File: config.mk
export PLATFORM = sky130hd
export DESIGN_NAME = approx_adder_pipe_eval
export DESIGN_NICKNAME = d
export VERILOG_FILES = /design/src/rtl/approx_adder_pipe_eval.sv
export SDC_FILE = /design/constraint.sdc
export NUM_CORES = 1
export LEC_CHECK = 0
export BUFFER_PORTS_ARGS = -buffer_cell sky130_fd_sc_hd__buf_2
export CORE_ASPECT_RATIO = 0.7
export CORE_UTILIZATION = 45
export CTS_CLUSTER_DIAMETER = 150
export CTS_CLUSTER_SIZE = 16
export DETAILED_ROUTE_END_ITERATION = 8
export PLACE_DENSITY = 0.72
export SLEW_MARGIN = 20
export SYNTH_ARGS = -nofsm -noshare
export SYNTH_HDL_FRONTEND = slang
export SYNTH_SLANG_ARGS = --single-unit
export TNS_END_PERCENT = 1
File: constraint.sdc
create_clock -name clk -period 18.5 [get_ports clk]
set_input_delay 1.85 -clock clk [delete_from_list [all_inputs] [get_ports clk]]
set_output_delay 1.85 -clock clk [all_outputs]
set_load 0.02 [all_outputs]
File: src/rtl/approx_adder_pipe_eval.sv
// rtl/approx_adder_pipe_eval.sv - pipelined approximate adder with on-line error statistics
module approx_adder_pipe_eval #(
  parameter int W     = 16,
  parameter int KW    = 5,
  parameter int CNT_W = 32,
  parameter int ACC_W = 40
) (
  input  logic             clk,
  input  logic             rst_n,
  input  logic             in_valid,
  output logic             in_ready,
  input  logic [W-1:0]     in_a,
  input  logic [W-1:0]     in_b,
  input  logic [1:0]       in_mode,
  input  logic [KW-1:0]    in_keep,
  output logic             out_valid,
  input  logic             out_ready,
  output logic [W:0]       out_sum,
  output logic [W:0]       out_exact,
  input  logic             clear,
  output logic [CNT_W-1:0] st_samples,
  output logic [CNT_W-1:0] st_errcnt,
  output logic [ACC_W-1:0] st_errsum,
  output logic [W:0]       st_errmax
);

  localparam int RW = W + 1;
  localparam logic [KW-1:0] KEEP_MAX = KW'(RW);

  logic          s1_valid;
  logic [W-1:0]  s1_a;
  logic [W-1:0]  s1_b;
  logic [1:0]    s1_mode;
  logic [KW-1:0] s1_keep;
  logic [RW-1:0] s2_err;

  logic          s2_en;
  logic          accept;
  logic          retire;
  logic [KW-1:0] keep_c;
  logic [KW-1:0] t;
  logic [RW-1:0] exact;
  logic [RW-1:0] mask;
  logic [RW-1:0] approx;
  logic [ACC_W:0] errsum_next;

  // S2 can take a new beat when it is empty or its current beat retires this cycle
  assign s2_en    = !out_valid || out_ready;
  // S1 only blocks when it is full and cannot drain into a stalled S2
  assign in_ready = !(s1_valid && !s2_en);
  assign accept   = in_valid && in_ready;
  assign retire   = out_valid && out_ready;

  // Clamp keep into 1..W+1 at capture so the datapath only ever sees legal values
  always_comb begin
    keep_c = in_keep;
    if (in_keep == '0) begin
      keep_c = KW'(1);
    end else if (in_keep > KEEP_MAX) begin
      keep_c = KEEP_MAX;
    end
  end

  // Approximate sum from the S1 beat: t low bits are dropped or computed without carry
  always_comb begin
    t      = KEEP_MAX - s1_keep;
    exact  = {1'b0, s1_a} + {1'b0, s1_b};
    mask   = ~((RW'(1) << t) - RW'(1));
    approx = exact;
    case (s1_mode)
      2'd1:    approx = exact & mask;
      2'd2:    approx = (({1'b0, s1_a} >> t) + ({1'b0, s1_b} >> t)) << t;
      default: approx = exact;
    endcase
  end

  // Stage 1: operand and per-beat config capture
  always_ff @(posedge clk or negedge rst_n) begin
    if (!rst_n) begin
      s1_valid <= 1'b0;
      s1_a     <= '0;
      s1_b     <= '0;
      s1_mode  <= '0;
      s1_keep  <= KEEP_MAX;
    end else if (in_ready) begin
      s1_valid <= in_valid;
      if (accept) begin
        s1_a    <= in_a;
        s1_b    <= in_b;
        s1_mode <= in_mode;
        s1_keep <= keep_c;
      end
    end
  end

  // Stage 2: result register, held stable while stalled downstream
  always_ff @(posedge clk or negedge rst_n) begin
    if (!rst_n) begin
      out_valid <= 1'b0;
      out_sum   <= '0;
      out_exact <= '0;
      s2_err    <= '0;
    end else if (s2_en) begin
      out_valid <= s1_valid;
      if (s1_valid) begin
        out_sum   <= approx;
        out_exact <= exact;
        s2_err    <= exact - approx;
      end
    end
  end

  assign errsum_next = {1'b0, st_errsum} + (ACC_W + 1)'(s2_err);

  // Saturating statistics, updated on retire; clear takes priority over a same-cycle retire
  always_ff @(posedge clk or negedge rst_n) begin
    if (!rst_n) begin
      st_samples <= '0;
      st_errcnt  <= '0;
      st_errsum  <= '0;
      st_errmax  <= '0;
    end else if (clear) begin
      st_samples <= '0;
      st_errcnt  <= '0;
      st_errsum  <= '0;
      st_errmax  <= '0;
    end else if (retire) begin
      if (st_samples != '1) begin
        st_samples <= st_samples + CNT_W'(1);
      end
      if ((s2_err != '0) && (st_errcnt != '1)) begin
        st_errcnt <= st_errcnt + CNT_W'(1);
      end
      st_errsum <= errsum_next[ACC_W] ? '1 : errsum_next[ACC_W-1:0];
      if (s2_err > st_errmax) begin
        st_errmax <= s2_err;
      end
    end
  end

endmodule

==> results of run 1 <==
[cell type report]
type,instances,share of cell area [%]
flip-flops and latches,213,31.13
multi-input cells,1369,55.04
clock inverters,2,0.1461
inverters,53,1.161
well taps,435,3.177
clock buffers,22,2.593
diodes,3,0.04382
repair buffers,218,6.719
[per-stage QoR]
step	std cells	hold WS [ps]	power [mW]
final	2315	486.8	2.399
after global routing	2315	520.6	2.568
after CTS	2311	491.9	2.382
after detailed placement	2287	473.8	2.023
after global placement	2287	460.7	1.994
after floorplan	1725	472.8	1.616
[kinds of logic (layout without fill, tap and decap cells)]
| family | Yosys count | in the layout | synth area share [%] |
|---|---|---|---|
| compound gates | 436 | 436 | 18.66 |
| mux | 132 | 132 | 9.495 |
| other cells | 0 | 3 | 0 |
| flops | 213 | 213 | 34.83 |
| simple gates | 597 | 597 | 19.06 |
| fa+ha+maj | 92 | 92 | 7.714 |
| buf+inv | 143 | 295 | 3.849 |
| xor+xnor | 112 | 112 | 6.406 |
[power groups by stage]
| stage | Sequential [mW] | Clock [mW] | Combinational, mW |
|---|---|---|---|
| after floorplan | 0.690 | 0 | 0.926 |
| after global placement | 0.657 | 0 | 1.34 |
| after detailed placement | 0.661 | 0 | 1.36 |
| after CTS | 0.652 | 0.358 | 1.37 |
| after global routing | 0.663 | 0.377 | 1.53 |
| final | 0.653 | 0.350 | 1.40 |
[state kept, by name, summed over array words and instances, names as in the netlist]
register    flops
out_exact      17
out_sum        17
out_valid       1
s1_a           16
s1_b           16
s1_keep         5
s1_mode         2
s1_valid        1
s2_err         17
st_errcnt      32
st_errmax      17
st_errsum      40
st_samples     32
[cells in the final DEF (no fill, tap or decap), types with 6 or more instances in the layout]
cell type    n
dfrtp_1    211
buf_2      198
nor2_1     183
nand2_1    145
o21ai_0    103
a21oi_1     96
ha_1        88
mux2_2      66
xor2_1      62
mux2i_1     62
inv_1       52
xnor2_1     48
nand3_1     47
and3_1      45
nor3_1      43
a31oi_1     37
a211oi_1    34
a21o_1      34
nand4_1     26
buf_4       18
nand2b_1    17
o21a_1      17
clkbuf_16   17
nor2b_1     13
and4_1      13
or3_1       11
and2_1      10
o31ai_1      9
a311oi_1     8
o21ai_1      8
o21bai_1     8
o211ai_1     8
nor4_1       6
[per-layer routing]
metal,vias to the layer above,GRT usage [%]
li1,6565,-
met1,6785,41.05
met2,528,36.07
met3,66,7.003
met4,0,7.225
met5,-,0
[worst max-delay path by stage]
stage	slack (ps)	cells past startpoint	endpoint
floorplan	11630	29	s2_err[15]$_DFFE_PN0P_
global placement	10940	26	s2_err[16]$_DFFE_PN0P_
detailed placement	10660	26	s2_err[16]$_DFFE_PN0P_
CTS	10570	26	s2_err[16]$_DFFE_PN0P_
global route	9710	26	s2_err[16]$_DFFE_PN0P_
finish	10430	26	s2_err[16]$_DFFE_PN0P_
[tightest hold or removal path, stage by stage (launching register included)]
cell     delay (ps)
dfrtp_1         340
nand2_1          40
o21ai_0          60
==> impl_metrics.csv, run 1 <==
group,metric,value,unit
outcome,result_of_the_run,"complete, but fails checks",
outcome,violations,"design-rule violations",
global_route,grt_pass1_wl,73710,um
cts,cts_repair_resize_count,0,
global_route,grt-ovfl-total,0,
cts,cts_tree,"yes",
critical_path,critical_path.n_buffers_inverters,4,
critical_path,cp_top_family,"compound AO/OA/AOI/OAI gates",
pwr,p_per_area,140.0,mW/mm^2
critical_path,max_stage_delay,860,ps
cts,clk_root_buffer_cell,"clkbuf_16",
critical_path,path_max_fanout,61,
hold_path,worst_hold_startpoint,"out_exact[2]$_DFFE_PN0P_",
timing,layout_worst_path_cycle_share,43.63,%
critical_path,r2r_endpoint,"s2_err[16]$_DFFE_PN0P_",
detailed_routing,route.vias.total,13944,
yosys,synth_area_per_cell,8.877,um^2
pwr,swShare,47.35,%
critical_path,worstReg2RegStart,"s1_keep[1]$_DFFE_PN0P_",
detailed_routing,wl_per_cell,20.31,um
cts,clock_tree.buffer_depth,3,
finish,layout.area.seq,0.005333,mm^2
floorplan,placeable_core_region,0.03349,mm^2
detailed_routing,detailedRoute.firstPassIterationCount,8,
critical_path,cp.arrival,8470,ps
pwr,clock_power_share,14.6,%
critical_path,element_type_at_the_critical_path_start,"register",
timing,max_slew.worst_pin.slew,991.5,ps
placement,placer_congestion,0.9912,
yosys,netlist-cell-type-count,91,
pwr,power.net_switching,1.136,mW
floorplan,die_area,0.03478,mm^2
yosys,synth_nets,1861,
global_route,number_of_global_route_vias_before_repair,12998,
timing,relSlewSlack,33.90,%
hold_path,hold_path_class,"register to register",
cts,insertion_delay,510,ps
yosys,dominantRegCellSynth,"dfrtp_1",
critical_path,reg2regPathDepth,26,
hold_path,whs_path_depth,2,
pwr,cellLeakagePower,8.128,nW
pwr,vdd_drop_max,90.58,uV
detailed_routing,drc,1,
floorplan,ios,201,
yosys,cell_area_after_technology_mapping,0.01531,mm^2
detailed_routing,dr_wl_met2,18640,um
finish,multiInputGateArea,0.009429,mm^2
floorplan,chipWidth,222.5,um
pwr,power.sequential.fraction,27.2,%
cts,cts_setup_buffers,0,
finish,final_net_count,2008,
yosys,ys_seq_elements,213,
yosys,synth_cells,1725,
critical_path,critPathSlowestCell,"clkinv_1",
critical_path,reg2reg_setup_slack,10430,ps
pwr,power_frac_comb,58.2,%
yosys,ys_warn_count,0,
timing,setup_ws,10430,ps
cts,clock_pin_slew_worst_setup_and_hold_paths,90,ps
detailed_routing,route.antenna.remaining_nets,0,
finish,area.growth.synth_to_final,11.89,%
floorplan,rows,56,
pwr,internal_power,1.263,mW
critical_path,startpoint,"s1_keep[1]$_DFFE_PN0P_",
global_route,grt_start_max_net_pins,87,
critical_path,crit_path_top_cell_by_count,"ha_1",
run,maxCapViolations,0,
timing,final_period_minus_worst_setup_slack,8072,ps
placement,placedInstanceArea,0.01664,mm^2
hold_path,hold_worst_path_end,"out_exact[2]$_DFFE_PN0P_",
placement,io_buffers,200,
global_route,globalRouteTotalUtil,26.68,%
finish,fillCellCount,3203,
yosys,yosysMostFrequentCell,"dfrtp_1",
yosys,synthArstFlopShare,100.0,%
finish,final_core_utilization,51.15,%
critical_path,crit_path_kind,"register to register",
critical_path,critical_path_required_time,18890,ps
detailed_routing,met1_wire_length,23080,um
yosys,yosys-top-cells-count,"dfrtp_1, nor2_1, nand2_1",
critical_path,critical_path.endpoint_type,"register",
yosys,synth_area_leader_cell,"dfrtp_1",
finish,design_area,0.01713,mm^2
timing,max_clock_freq,0.1239,GHz
timing,setup-tns-final,0,ps
detailed_routing,routed_wirelength,47020,um
floorplan,initial_core_util,45.72,%
timing,clock-skew-final,20.84,ps
timing,final_hold_vio_count,0,
timing,setup_viol,0,
detailed_routing,drtIter0Drc,1154,
placement,dpl.hpwl,35360,um
cts,clkSinkCount,213,
detailed_routing,met3_length,4142,um
yosys,post_synth_main_area_contributors,"dfrtp_1, ha_1, mux2_2",
floorplan,die_height,156.3,um
cts,cts_htree_levels,1,
yosys,yosysTopAreaCellShare,34.48,%
yosys,yosysSeqAreaShare,34.83,%
detailed_routing,maxUsedRoutingLayer,"met4",
finish,fraction_of_layout_instances_using_a_drive_strength_above_1,18.49,%
detailed_routing,route.detailed.vias_per_inst,6.023,
timing,grt_setup_unrepaired,"false",
cts,cts_inserted_buffers,17,
global_route,grt_antenna_before_repair,3,
placement,placement.setup.worst_slack,10660,ps
cts,post_cts_hold_buffer_count,0,
timing,slew_viol_final,0,
yosys,synth_enable_flop_cells,0,
(Power assumes the default switching activity.)
==> run 2: changes to the inputs <==
--- a/config.mk
+++ b/config.mk
@@ -5,13 +5,14 @@
 export SDC_FILE = /design/constraint.sdc
 export NUM_CORES = 1
 export LEC_CHECK = 0
+export ABC_AREA = 1
 export BUFFER_PORTS_ARGS = -buffer_cell sky130_fd_sc_hd__buf_2
 export CORE_ASPECT_RATIO = 0.7
 export CORE_UTILIZATION = 45
 export CTS_CLUSTER_DIAMETER = 150
 export CTS_CLUSTER_SIZE = 16
 export DETAILED_ROUTE_END_ITERATION = 8
-export PLACE_DENSITY = 0.72
+export PLACE_DENSITY = 0.74
 export SLEW_MARGIN = 20
 export SYNTH_ARGS = -nofsm -noshare
 export SYNTH_HDL_FRONTEND = slang
==> constraint.sdc (replaced) <==
create_clock -name clk -period 7.1 [get_ports clk]
set_input_delay 0.71 -clock clk [delete_from_list [all_inputs] [get_ports clk]]
set_output_delay 0.71 -clock clk [all_outputs]
set_load 0.02 [all_outputs]
==> impl_metrics.csv, run 2 <==
group,metric,value,unit
outcome,result_of_the_run,"finished, final reports clean",
floorplan,chipWidth,230.3,um
finish,final_cell_mix,"nand2_1, inv_1, o21ai_0, dfrtp_1, buf_2",
yosys,yosysSeqAreaShare,32.48,%
placement,io_buffers,200,
timing,setup-tns-final,0,ps
detailed_routing,wl_per_cell,17.82,um
yosys,synth_area_per_cell,6.721,um^2
cts,clock_pin_slew_worst_setup_and_hold_paths,110,ps
floorplan,ios,201,
yosys,netlist-cell-type-count,60,
floorplan,placeable_core_region,0.03592,mm^2
cts,clock_tree.buffer_depth,3,
pwr,internal_power,3.005,mW
critical_path,path_max_fanout,55,
yosys,ys_seq_elements,213,
timing,finalHoldWorstSlack,76.52,ps
finish,final_net_count,2733,
timing,clock-skew-final,43.90,ps
cts,cts_tree,"yes",
floorplan,die_height,161.8,um
cts,cts_inserted_buffers,17,
cts,insertion_delay,530,ps
critical_path,critical_path_required_time,7510,ps
global_route,grt_pass1_wl,86450,um
finish,max_flop_register,"st_errsum",
detailed_routing,routed_wirelength,54900,um
placement,dpl.hpwl,42530,um
finish,largestRegisters,"st_errsum: 40 flops, st_errcnt: 32 flops, st_samples: 32 flops",
pwr,power.sequential.fraction,28.7,%
pwr,power.net_switching,3.028,mW
pwr,clock_power_share,15.3,%
timing,final_period_minus_worst_setup_slack,5952,ps
yosys,yosysMostFrequentCell,"nand2_1",
placement,placer_congestion,1.034,
critical_path,critPathSlowestCell,"dfstp_2",
finish,diodes,0,
yosys,synth_nets,2579,
critical_path,element_type_at_the_critical_path_start,"register",
placement,placed_cells,3057,
timing,layout_worst_path_cycle_share,83.83,%
yosys,synth_enable_flop_cells,0,
yosys,yosys-top-cells-count,"nand2_1, inv_1, o21ai_0",
global_route,number_of_global_route_vias_before_repair,15520,
critical_path,reg2regPathDepth,34,
pwr,vdd_drop_max,197.9,uV
finish,area.growth.synth_to_final,11.39,%
global_route,grt_antenna_before_repair,0,
run,maxCapViolations,0,
finish,fin_cells,3081,
critical_path,r2r_endpoint,"s2_err[16]$_DFFE_PN0P_",
critical_path,crit_path_top_cell_by_count,"nand2_1",
yosys,yosysTopAreaCellShare,32.16,%
detailed_routing,route.vias.total,17343,
yosys,synth_area_leader_cell,"dfrtp_1",
global_route,globalRouteTotalUtil,29.03,%
floorplan,initial_core_util,45.71,%
floorplan,rows,58,
cts,clkSinkCount,213,
finish,largest_reg_flops,40,
critical_path,cp.arrival,6360,ps
timing,final_hold_vio_count,0,
critical_path,max_stage_delay,550,ps
pwr,p_per_area,329.9,mW/mm^2
global_route,grt-ovfl-total,0,
global_route,grt_start_max_net_pins,130,
detailed_routing,route.detailed.vias_per_inst,5.629,
critical_path,reg2reg_setup_slack,1150,ps
yosys,synth_cells,2443,
yosys,dominantRegCellSynth,"dfrtp_1",
timing,slew_viol_final,0,
detailed_routing,drtIter0Drc,2052,
finish,final_core_utilization,50.91,%
yosys,cell_area_after_technology_mapping,0.01642,mm^2
yosys,ys_warn_count,0,
cts,cts_setup_buffers,0,
pwr,power_frac_comb,56.0,%
yosys,post_synth_main_area_contributors,"dfrtp_1, nand2_1, o21ai_0",
cts,clk_root_buffer_cell,"clkbuf_16",
critical_path,critical_path.endpoint_type,"register",
detailed_routing,detailedRoute.firstPassIterationCount,6,
pwr,swShare,50.19,%
finish,fraction_of_layout_instances_using_a_drive_strength_above_1,11.19,%
cts,cts_htree_levels,1,
pwr,cellLeakagePower,9.231,nW
timing,max_clock_freq,0.1680,GHz
hold_path,hold_path_class,"input pin to asynchronous set/reset pin",
critical_path,worstReg2RegStart,"s1_keep[0]$_DFFE_PN1P_",
detailed_routing,drc,0,
timing,max_slew.worst_pin.slew,1067,ps
critical_path,crit_path_kind,"register to register",
finish,most_common_cell_after_layout_fill_and_taps_aside,"nand2_1",
timing,relSlewSlack,28.20,%
detailed_routing,route.antenna.remaining_nets,0,
yosys,synthArstFlopShare,100.0,%
cts,post_cts_hold_buffer_count,0,
timing,grt_setup_unrepaired,"false",
floorplan,die_area,0.03726,mm^2
cts,cts_repair_resize_count,0,
timing,setup_viol,0,
-- run 2: changes by cell type after synthesis, moves of 61 or more --
| cell | delta |
|---|---|
| inv_1 | +231 |
| mux2_2 | -66 |
| mux2i_1 | -61 |
| nand2_1 | +609 |
| nand3_1 | +113 |
| o21ai_0 | +118 |
-- run 2: cell type report --
cell class	instances	area, um^2
sequential	213	5333
fill	3646	17630
multi-input combinational	1855	9625
clock inverter	2	25.02
timing repair buffer	217	1159
clock buffer	21	440.4
tap	480	600.6
inverter	293	1105
-- run 2: cells by family after synthesis --
kind of cell | synth area share (%)
compound gates | 15.06
simple gates | 32.47
xor+xnor | 3.795
buf+inv | 8.939
mux | 0.06097
flops | 32.48
fa+ha+maj | 7.194
-- run 2: how the worst max path moves through the flow --
| stage | startpoint | endpoint | slack [ps] | cells past startpoint |
|---|---|---|---|---|
| finish | s1_keep[0]$_DFFE_PN1P_ | s2_err[16]$_DFFE_PN0P_ | 1150 | 34 |
| floorplan | s1_keep[1]$_DFFE_PN0P_ | s2_err[16]$_DFFE_PN0P_ | 1150 | 42 |
| CTS | s1_keep[0]$_DFFE_PN1P_ | s2_err[16]$_DFFE_PN0P_ | 1290 | 34 |
| detailed placement | s1_keep[0]$_DFFE_PN1P_ | s2_err[16]$_DFFE_PN0P_ | 1310 | 34 |
| global placement | s1_keep[0]$_DFFE_PN1P_ | s2_err[16]$_DFFE_PN0P_ | 1470 | 32 |
| global route | s1_keep[0]$_DFFE_PN1P_ | s2_err[16]$_DFFE_PN0P_ | 580 | 34 |
-- run 2: metrics by stage --
stage / area [um^2] / total power, mW / setup slack (ps)
after CTS: 18260 / 5.978 / 1291
after global routing: 18290 / 6.496 / 583.7
after detailed placement: 17790 / 5.037 / 1311
after global placement: 17790 / 4.996 / 1471
after floorplan: 16420 / 4.032 / 1151
final: 18290 / 6.033 / 1148
-- run 2: metal layers --
metal | share of wire, % | up-vias | global-route usage, %
met5 | 0 | - | 0
met4 | 1.9 | 0 | 6.111
met3 | 9.5 | 54 | 4.565
met2 | 40 | 816 | 39.95
met1 | 49 | 8115 | 46.62
li1 | - | 8358 | -
-- run 2: critical path, delay by kind of cell (launching register included) --
family	cells	cell delay [ps]
AOI/OAI and AO/OA	10	2020
and+or+nand+nor	17	1460
DFF	1	550
adders and majority gates	3	1090
buffers and inverters	4	650
-- run 2: power groups by stage --
stage	clock, mW	sequential (mW)	combinational [mW]
detailed placement	0	1.74	3.30
global route	0.978	1.75	3.77
floorplan	0	1.80	2.23
finish	0.922	1.73	3.38
global placement	0	1.73	3.26
CTS	0.939	1.72	3.32
==> run 3: changes to the inputs <==
--- a/config.mk
+++ b/config.mk
@@ -5,7 +5,7 @@
 export SDC_FILE = /design/constraint.sdc
 export NUM_CORES = 1
 export LEC_CHECK = 0
-export ABC_AREA = 1
+export ABC_AREA = 0
 export BUFFER_PORTS_ARGS = -buffer_cell sky130_fd_sc_hd__buf_2
 export CORE_ASPECT_RATIO = 0.7
 export CORE_UTILIZATION = 45
==> constraint.sdc (replaced) <==
create_clock -name clk -period 5.43 [get_ports clk]
set_input_delay 0.543 -clock clk [delete_from_list [all_inputs] [get_ports clk]]
set_output_delay 0.543 -clock clk [all_outputs]
set_load 0.02 [all_outputs]
==> impl_metrics.csv, run 3 (synthesized netlist as in run 1, its figures left out) <==
group,metric,value,unit
outcome,result_of_the_run,"complete, but fails checks",
outcome,violations,"negative setup slack",
critical_path,path_max_fanout,7,
global_route,grt_antenna_before_repair,3,
floorplan,initial_core_util,45.72,%
timing,slew_viol_final,0,
critical_path,reg2regPathDepth,25,
finish,final_net_count,2168,
critical_path,r2r_endpoint,"s2_err[16]$_DFFE_PN0P_",
floorplan,die_area,0.03478,mm^2
finish,fillCellCount,3039,
cts,clk_root_buffer_cell,"clkbuf_16",
cts,clock_tree.buffer_depth,3,
detailed_routing,wl_per_cell,19.84,um
pwr,vdd_drop_max,261.1,uV
global_route,gr-usage-met2,38.68,%
placement,dpl.hpwl,37430,um
detailed_routing,drc,0,
finish,design_area,0.01867,mm^2
critical_path,startpoint,"s1_keep[0]$_DFFE_PN1P_",
floorplan,chipWidth,222.5,um
timing,setup-tns-final,-953.4,ps
pwr,cellLeakagePower,8.972,nW
critical_path,crit_cells,25,
pwr,p_per_area,502.2,mW/mm^2
finish,final_core_utilization,55.76,%
placement,placedInstanceArea,0.01800,mm^2
critical_path,cp_top_family,"compound AO/OA/AOI/OAI gates",
timing,grt_setup_unrepaired,"true",
detailed_routing,routed_wirelength,49110,um
placement,placer_congestion,1.038,
critical_path,critPathSlowestCell,"dfstp_2",
timing,max_slew.worst_pin.slew,1083,ps
detailed_routing,route.vias.total,14650,
cts,clock_pin_slew_worst_setup_and_hold_paths,80,ps
global_route,grt_start_max_net_pins,138,
critical_path,element_type_at_the_critical_path_start,"register",
global_route,busiest_layer_in_global_routing,"met1",
global_route,grt_pass1_wl,75850,um
critical_path,crit_path_kind,"register to register",
timing,clock-skew-final,31.98,ps
global_route,globalRouteMet3Util,7.811,%
timing,final_hold_vio_count,0,
detailed_routing,route.antenna.remaining_nets,0,
timing,layout_worst_path_cycle_share,104.3,%
global_route,number_of_global_route_vias_before_repair,13614,
floorplan,placeable_core_region,0.03349,mm^2
floorplan,die_height,156.3,um
critical_path,critical_path_required_time,5820,ps
floorplan,rows,56,
detailed_routing,route.detailed.vias_per_inst,5.919,
finish,most_common_cell_after_layout_fill_and_taps_aside,"dfrtp_1",
critical_path,worstReg2RegStart,"s1_keep[0]$_DFFE_PN1P_",
critical_path,critical_path.endpoint_type,"register",
floorplan,ios,201,
cts,cts_tree,"yes",
cts,clkSinkCount,213,
cts,cts_inserted_buffers,17,
timing,final_period_minus_worst_setup_slack,5661,ps
timing,finalHoldWorstSlack,26.72,ps
cts,cts_htree_levels,1,
timing,max_clock_freq,0.1767,GHz
global_route,globalRouteTotalUtil,27.40,%
timing,setup_ws,-230.8,ps
detailed_routing,drtIter0Drc,1280,
global_route,global_route.usage.met1,40.87,%
cts,post_cts_hold_buffer_count,0,
finish,multiInputGateArea,0.009717,mm^2
critical_path,critical_path.n_buffers_inverters,3,
cts,insertion_delay,520,ps
critical_path,crit_path_end,"s2_err[16]$_DFFE_PN0P_",
critical_path,crit_path_top_cell_by_count,"buf_4",
finish,final_cell_mix,"dfrtp_1, buf_2, nor2_1, buf_4, nand2_1",
finish,max_flop_register,"st_errsum",
finish,largestRegisters,"st_errsum: 40 flops, st_errcnt: 32 flops, st_samples: 32 flops",
timing,setup_viol,6,
finish,fraction_of_layout_instances_using_a_drive_strength_above_1,27.23,%
hold_path,hold_path_class,"input pin to asynchronous set/reset pin",
finish,area.growth.synth_to_final,21.96,%
critical_path,reg2reg_setup_slack,-230,ps
critical_path,cp.arrival,6050,ps
finish,largest_reg_flops,40,
placement,io_buffers,200,
global_route,grt-ovfl-total,0,
detailed_routing,detailedRoute.firstPassIterationCount,5,
timing,relSlewSlack,27.23,%
critical_path,max_stage_delay,580,ps
run,maxCapViolations,0,
finish,layout.area.seq,0.005333,mm^2
placement,placement.setup.worst_slack,-417.1,ps
==> run 3: changes by cell type in the layout (fill, tap and decap cells not counted), sizes merged, moves of 23 or more <==
| cell | before | now |
|---|---|---|
| nor3 | 80 | 47 |
| nand3 | 160 | 48 |
| nand2 | 762 | 148 |
| a31oi | 10 | 40 |
| and3 | 2 | 49 |
| a211oi | 5 | 36 |
| buf | 217 | 377 |
| o21ai | 244 | 112 |
| mux2 | 0 | 66 |
| mux2i | 1 | 62 |
| a21o | 6 | 34 |
| nor2 | 160 | 183 |
| inv | 293 | 54 |
| xnor2 | 15 | 49 |
==> run 3: layout make-up <==
| class | count | share of cell area (%) |
|---|---|---|
| Clock buffer | 23 | 2.452 |
| Clock inverter | 2 | 0.1072 |
| Tap cell | 435 | 2.915 |
| Timing Repair Buffer | 378 | 12.82 |
| Inverter | 53 | 1.092 |
| Multi-Input combinational cell | 1369 | 52.03 |
| Antenna cell | 2 | 0.02680 |
| Sequential cell | 213 | 28.56 |
==> run 3: worst reg2reg max path, stage by stage, from the launching register on <==
cell	delay [ps]
dfstp_2	580
buf_4	190
mux2_2	360
nor2_1	100
a21oi_1	90
mux2i_1	250
a211oi_2	120
buf_4	170
fa_2	390
buf_4	150
a211oi_2	230
or2_4	180
a21oi_1	90
o41ai_2	260
xnor2_1	220
mux2_4	220
mux2i_1	70
o21ai_0	170
a31oi_1	140
ha_1	240
or3_1	410
nor3_4	250
o41ai_4	100
a31oi_2	230
nand3_1	120
o311ai_2	230
==> run 3: per-stage QoR <==
step                total power, mW  instances
finish                        9.378       2475
floorplan                     5.641       1725
detailed placement            7.841       2446
CTS                           9.143       2471
global route                  9.943       2475
global placement              7.714       2446
==> run 3: worst min-delay path by stage <==
stage,slack (ps),from,to,depth (start not counted)
2_1_floorplan,250,rst_n,out_exact[0]$_DFFE_PN0P_,0
3_3_place_gp,460,out_sum[10]$_DFFE_PN0P_,out_sum[10]$_DFFE_PN0P_,2
3_5_place_dp,470,out_exact[0]$_DFFE_PN0P_,out_exact[0]$_DFFE_PN0P_,2
4_1_cts,50,rst_n,st_errcnt[19]$_DFFE_PN0P_,1
5_1_grt,70,rst_n,st_errcnt[19]$_DFFE_PN0P_,1
6_report,30,rst_n,st_errcnt[19]$_DFFE_PN0P_,1
==> run 3: what timing repair did <==
item / CTS / global route
resized for setup: 15 / 19
setup endpoints to repair: 7 / 10
pin swaps: 1 / 4
setup buffers: 0 / 1
==> run 3: where the power goes <==
part | switching [mW] | total (mW) | internal [mW]
sequential | 0.327 | 2.21 | 1.88
combinational | 3.31 | 5.98 | 2.67
clock | 0.592 | 1.19 | 0.595
total | 4.23 | 9.38 | 5.15
==> run 3: metal layers <==
metal	vias up	wire [um]
li1	6876	-
met4	0	1044
met1	7095	22910
met3	64	4880
met2	615	20280
met5	-	0
